===== config.mk =====
export PLATFORM = sky130hd
export DESIGN_NAME = wb_gp_arbiter
export DESIGN_NICKNAME = d
export VERILOG_FILES = /design/src/rtl/wb_gp_arbiter.sv
export SDC_FILE = /design/constraint.sdc
export NUM_CORES = 1
export LEC_CHECK = 0
export ABC_CLOCK_PERIOD_IN_PS = 1900
export BUFFER_PORTS_ARGS = -buffer_cell sky130_fd_sc_hd__buf_2
export CELL_PAD_IN_SITES_DETAIL_PLACEMENT = 1
export CELL_PAD_IN_SITES_GLOBAL_PLACEMENT = 2
export CORE_MARGIN = 2
export CORE_UTILIZATION = 37
export CTS_CLUSTER_SIZE = 24
export DETAILED_ROUTE_END_ITERATION = 8
export PLACE_DENSITY = 0.73
export SYNTH_ARGS = -nofsm -noshare
export SYNTH_HDL_FRONTEND = slang
export SYNTH_SLANG_ARGS = --single-unit
export TNS_END_PERCENT = 30

===== constraint.sdc =====
create_clock -name iw_clk -period 1.9 [get_ports iw_clk]
set_input_delay 0.285 -clock iw_clk [delete_from_list [all_inputs] [get_ports iw_clk]]
set_output_delay 0.285 -clock iw_clk [all_outputs]
set_load 0.01 [all_outputs]

===== src/rtl/wb_gp_arbiter.sv =====
// Purpose: shares the GP register-file write port between WB (fixed priority) and a FIFO of aux results.
// Latency: an aux result is written 1 cycle after accept when the FIFO is empty and WB is idle.
// Backpressure: aux_ready drops when the FIFO is full; with AMBER_WBARB_FAIR_EN a starved head stalls WB for one cycle.
module wb_gp_arbiter #(
   parameter int DEPTH        = 4,
   parameter int STARVE_LIMIT = 8,
   parameter int SIZE_TGT_GP  = 5,
   parameter int SIZE_DATA    = 32
) (
   input  logic                     iw_clk,
   input  logic                     iw_rst,
   input  logic                     iw_pipe_we,
   input  logic [SIZE_TGT_GP-1:0]   iw_pipe_addr,
   input  logic [SIZE_DATA-1:0]     iw_pipe_data,
   input  logic                     iw_aux_valid,
   output logic                     ow_aux_ready,
   input  logic [SIZE_TGT_GP-1:0]   iw_aux_addr,
   input  logic [SIZE_DATA-1:0]     iw_aux_data,
   output logic                     ow_gp_write_enable,
   output logic [SIZE_TGT_GP-1:0]   ow_gp_write_addr,
   output logic [SIZE_DATA-1:0]     ow_gp_write_data,
   output logic                     ow_pipe_stall,
   output logic [$clog2(DEPTH):0]   ow_pend_count,
   output logic                     ow_aux_granted
);

   localparam int PW = $clog2(DEPTH);

   if (DEPTH < 2 || (DEPTH & (DEPTH - 1)) != 0 || STARVE_LIMIT < 1) begin : g_param_check
      $error("wb_gp_arbiter: DEPTH must be a power of 2 >= 2 and STARVE_LIMIT >= 1");
   end

   logic [SIZE_TGT_GP-1:0] fifo_addr [DEPTH];
   logic [SIZE_DATA-1:0]   fifo_data [DEPTH];
   logic [DEPTH-1:0]       fifo_vld;
   logic [DEPTH-1:0]       vld_nxt;
   logic [PW-1:0]          wr_ptr;
   logic [PW-1:0]          rd_ptr;
   logic [PW:0]            count;
   logic                   full;
   logic                   empty;
   logic                   head_vld;
   logic                   wb_win;
   logic                   push;
   logic                   pop;
   logic                   grant;
   logic                   stall;

   assign full     = (count == (PW+1)'(DEPTH));
   assign empty    = (count == '0);
   assign head_vld = fifo_vld[rd_ptr];
   // A stalled WB request neither writes nor kills; it is replayed next cycle.
   assign wb_win   = iw_pipe_we & ~stall;
   assign push     = iw_aux_valid & ~full;
   // Killed heads pop without writing, so pop does not depend on head_vld.
   assign pop      = ~wb_win & ~empty;
   assign grant    = pop & head_vld;

`ifdef AMBER_WBARB_FAIR_EN
   localparam int CW = $clog2(STARVE_LIMIT + 1);
   logic [CW-1:0] starve_cnt;

   assign stall = ~empty & head_vld & (starve_cnt == CW'(STARVE_LIMIT));

   // Count cycles a valid head loses to WB; clear whenever the head drains or the FIFO empties.
   always_ff @(posedge iw_clk or posedge iw_rst) begin
      if (iw_rst) begin
         starve_cnt <= '0;
      end else if (empty || grant) begin
         starve_cnt <= '0;
      end else if (head_vld && iw_pipe_we) begin
         starve_cnt <= starve_cnt + 1'b1;
      end
   end
`else
   assign stall = 1'b0;
`endif

   // Valid-bit next state: WB address match kills, pop clears the head slot, push marks the new slot valid.
   always_comb begin
      vld_nxt = fifo_vld;
      if (wb_win) begin
         for (int i = 0; i < DEPTH; i++) begin
            if (fifo_addr[i] == iw_pipe_addr) vld_nxt[i] = 1'b0;
         end
      end
      if (pop)  vld_nxt[rd_ptr] = 1'b0;
      // Applied last: an entry accepted this cycle is younger than the WB write.
      if (push) vld_nxt[wr_ptr] = 1'b1;
   end

   // FIFO control state: pointers, occupancy and per-slot valid bits.
   always_ff @(posedge iw_clk or posedge iw_rst) begin
      if (iw_rst) begin
         wr_ptr   <= '0;
         rd_ptr   <= '0;
         count    <= '0;
         fifo_vld <= '0;
      end else begin
         fifo_vld <= vld_nxt;
         if (push) wr_ptr <= wr_ptr + 1'b1;
         if (pop)  rd_ptr <= rd_ptr + 1'b1;
         case ({push, pop})
            2'b10:   count <= count + 1'b1;
            2'b01:   count <= count - 1'b1;
            default: count <= count;
         endcase
      end
   end

   // Payload storage; captured only on accept, qualified by fifo_vld so no reset is needed.
   always_ff @(posedge iw_clk) begin
      if (push) begin
         fifo_addr[wr_ptr] <= iw_aux_addr;
         fifo_data[wr_ptr] <= iw_aux_data;
      end
   end

   // Write-port mux: WB first, then a valid aux head, otherwise idle with zeroed address/data.
   always_comb begin
      ow_gp_write_enable = 1'b0;
      ow_gp_write_addr   = '0;
      ow_gp_write_data   = '0;
      ow_aux_granted     = 1'b0;
      if (wb_win) begin
         ow_gp_write_enable = 1'b1;
         ow_gp_write_addr   = iw_pipe_addr;
         ow_gp_write_data   = iw_pipe_data;
      end else if (grant) begin
         ow_gp_write_enable = 1'b1;
         ow_gp_write_addr   = fifo_addr[rd_ptr];
         ow_gp_write_data   = fifo_data[rd_ptr];
         ow_aux_granted     = 1'b1;
      end
   end

   assign ow_aux_ready  = ~full;
   assign ow_pend_count = count;
   assign ow_pipe_stall = stall;

endmodule


==> out/results.ini <==
[placement]
gp_routability_congestion = 0.687
instance_count_after_placement_with_tap_cells_included = 679
io_buffers = 120
place.detailed.hpwl_um = 9790

[setup_path]
cpMaxStageDelayCell = sky130_fd_sc_hd__mux4_2
critPathBufInv = 2
worstPathRequired_ns = 1.62
critical_path_peak_fanout = 10
cp_slowest_stage_delay_ns = 0.63
crit_family = multiplexers
cp.arrival_ns = 2.11
cp_cell_sequence = mux4_2 -> clkbuf_16 -> a32o_1 -> buf_2
setup.worst_path.start_class = register
startpoint_to_endpoint_class_of_the_critical_path = reg2out
worstSetupEndpointType = primary output

[detailed_routing]
drc_violations_left = 0
drtPass1Iterations = 4
vias_per_cell = 5.28
dr_total_vias = 3785
drt_first_iter_violations = 189
wire_per_inst_um = 21.7
totalWireLength_um = 15600
number_of_antenna_violating_nets_in_the_routed_design = 0

[power_and_ir_drop]
share_clk_of_total_power_pct = 26.0
netSwitchingPower_mw = 4.05
cell_internal_pwr_mw = 9.10
p_sw_share_pct = 30.8
share_comb_of_total_power_pct = 36.3
ir_worst_vdd_v = 0.000764
p_leak_nw = 3.10
totalPowerFinal_mw = 13.1
power-per-cell-area_mw_per_mm2 = 1560
power.sequential.fraction_pct = 37.7

[finish]
nNetsFinal = 562
final_cell_mix = sky130_fd_sc_hd__edfxtp_1 (148), sky130_fd_sc_hd__buf_2 (118), sky130_fd_sc_hd__mux4_2 (38)
final.fill_count = 1716
area.sequential_mm2 = 0.00472
final_cell_count_no_fill = 717
area_delta_synth_final_pct = 26.2
multiInputGateArea_mm2 = 0.00178
layout.cells.most_common = sky130_fd_sc_hd__edfxtp_1
layout-drive-gt1-share_pct = 46.4

[die]
initial_core_util_pct = 37.5
chipWidth_um = 138
row_count = 49
top_level_ports = 122
area_of_the_die_mm2 = 0.0191
die_height_um = 138
placeableCoreArea_mm2 = 0.0178

[global_route]
groute.usage.overall_pct = 16.7
via_count_of_the_first_global_routing_pass = 4073
grt_antenna_before_repair = 2
final_global_route_overflow_total = 0
grt_start_max_net_pins = 43
wire_length_of_the_first_global_routing_pass_um = 23900

[sta]
maxClockFrequency_mhz = 418
totalNegativeSetupSlack_ns = -18.34
finalSetupViolations = 40
max-slew-margin-rel_pct = 64.6
final-max-slew-violation-count = 0
worst_clock_skew_ns = 0.00866
period_needed_ns = 2.39
finalWorstSetupSlack_ns = -0.491
worst_slew_pin_slew_ns = 0.531
period_share_pct = 126
grt_setup_unrepaired = yes
hold_viol_final = 0

[synth]
synth_edf_count = 148
synth_cell_types = 30
synthesis.area_per_instance_um2 = 20.0
syn_nets = 422
synthCells = 334
ys.warnings.count = 0
synthFlopType = sky130_fd_sc_hd__edfxtp_1
async_flop_share_pct = 6.92
syn-cell-area_mm2 = 0.00668
ys_ff_latch = 159
yosysSeqAreaShare_pct = 70.6

[clocking]
clock_sink_count = 159
tritoncts_clock_tree = built
cts_root_buf = sky130_fd_sc_hd__clkbuf_16
clock_latency_ns = 0.42
cts.path.max_buffers = 2
htreeDepth = 4
clkTransAtPathRegs_ns = 0.06
cts_made_buffers = 17

[status]
violations_in_the_final_reports = negative setup slack
outcome = finished, violations left

[hold_path]
worstHoldPathType = in2reg

[flow_run]
max_cap_violations = 0

layer usage:
| metal | wire length (um) | share of wire (%) | global-route usage (%) |
|---|---|---|---|
| met5 | 13 | 0.083 | 0 |
| met4 | 170 | 1.1 | 5.32 |
| met3 | 627 | 4.0 | 4.02 |
| met2 | 8230 | 53 | 28.4 |
| met1 | 6540 | 42 | 21.3 |
cell usage after synthesis (2+ instances only):
cell type	instances	area (um2)
sky130_fd_sc_hd__xor2_1	18	158
sky130_fd_sc_hd__buf_1	2	7.51
sky130_fd_sc_hd__xnor2_1	7	61.3
sky130_fd_sc_hd__a32oi_1	4	35.0
sky130_fd_sc_hd__ha_1	9	113
sky130_fd_sc_hd__edfxtp_1	148	4440
sky130_fd_sc_hd__dfrtp_1	11	275
sky130_fd_sc_hd__buf_2	6	30.0
sky130_fd_sc_hd__a21o_1	4	30.0
sky130_fd_sc_hd__a32o_1	37	370
sky130_fd_sc_hd__nand2_1	2	7.51
sky130_fd_sc_hd__mux4_2	38	856
sky130_fd_sc_hd__buf_6	5	56.3
sky130_fd_sc_hd__nor4_1	4	25.0
sky130_fd_sc_hd__and3_1	4	25.0
sky130_fd_sc_hd__clkbuf_1	12	45.0
sky130_fd_sc_hd__inv_1	10	37.5
worst reg2reg max path, delay by kind of cell, from the launching register on:
family	cells	cell delay [ns]
AND/OR/NAND/NOR	3	0.35
flip-flops	1	0.40
buffers and inverters	2	0.20
XOR/XNOR	2	0.30
adder cells (fa/ha/maj)	2	0.59
repair_timing:
item                       4_1_cts  5_1_grt
buffers inserted                 0        1
gates cloned                     0        3
hold buffers                     1        0
gates resized for setup          6        4
pin swaps                       12        5
hold endpoints to repair        11        0
setup endpoints to repair       41       40
final cells by class:
type / instances / share of cell area (%)
antenna: 1 / 0.0297
clock buffer: 18 / 5.09
clock inverter: 14 / 1.96
inverter: 10 / 0.445
multi-input combinational: 138 / 21.1
sequential: 159 / 56.0
tap: 229 / 3.40
timing repair buffer: 148 / 11.9
registers in the layout (all words and copies together), names as in the netlist:
signal,flops
wr_ptr,2
fifo_vld,4
fifo_data,128
rd_ptr,2
fifo_addr,20
ow_pend_count,3
path summary, 6_finish.rpt:
path | slack, ns | start | to | cells past startpoint
min | 0.08 | iw_aux_addr[2] | fifo_addr[2][2]$_DFFE_PP_ | 1
max in group asynchronous | 1.10 | iw_rst | rd_ptr[0]$_DFFE_PP0N_ | 3
max reg2reg | -0.01 | ow_pend_count[0]$_DFFE_PP0P_ | ow_pend_count[2]$_DFFE_PP0P_ | 9
min reg2reg | 0.48 | fifo_vld[1]$_DFF_PP0_ | fifo_vld[1]$_DFF_PP0_ | 1
max | -0.49 | rd_ptr[0]$_DFFE_PP0N_ | ow_gp_write_data[4] | 4
min in group asynchronous | 0.43 | iw_rst | wr_ptr[0]$_DFFE_PP0P_ | 3
logic make-up (layout without fill, tap and decap cells):
logic type               Yosys count  after routing  share of synthesized area, %
flip-flops                       159            159                          70.6
AO/OA/AOI/OAI                     46             46                          6.59
multiplexers                      40             40                          13.1
buffers and inverters             37            190                          2.98
XOR/XNOR                          25             25                          3.28
AND/OR/NAND/NOR                   16             16                          1.35
adder cells (fa/ha/maj)           10             10                          1.99
other                              1              2                        0.0561
through the flow:
step | hold WS, ns | cell area (um2) | setup slack [ns] | utilization [%]
final | 0.0789 | 8430 | -0.491 | 47.3
after global routing | 0.0660 | 8430 | -0.570 | 47.3
after CTS | 0.0641 | 8320 | -0.477 | 46.6
after detailed placement | 0.331 | 7690 | -0.0683 | 43.1
after global placement | 0.318 | 7690 | -0.0399 | 43.1
after floorplan | 0.137 | 6690 | -0.149 | -
power groups by stage:
stage	clock network [mW]	logic, mW	registers, mW
after global routing	3.63	5.20	5.03
after global placement	0	4.35	4.97
final	3.42	4.77	4.95
after CTS	3.48	4.52	4.95
after floorplan	0	2.88	4.94
after detailed placement	0	4.44	5.02
No activity file was read; power rests on OpenSTA's default activity.
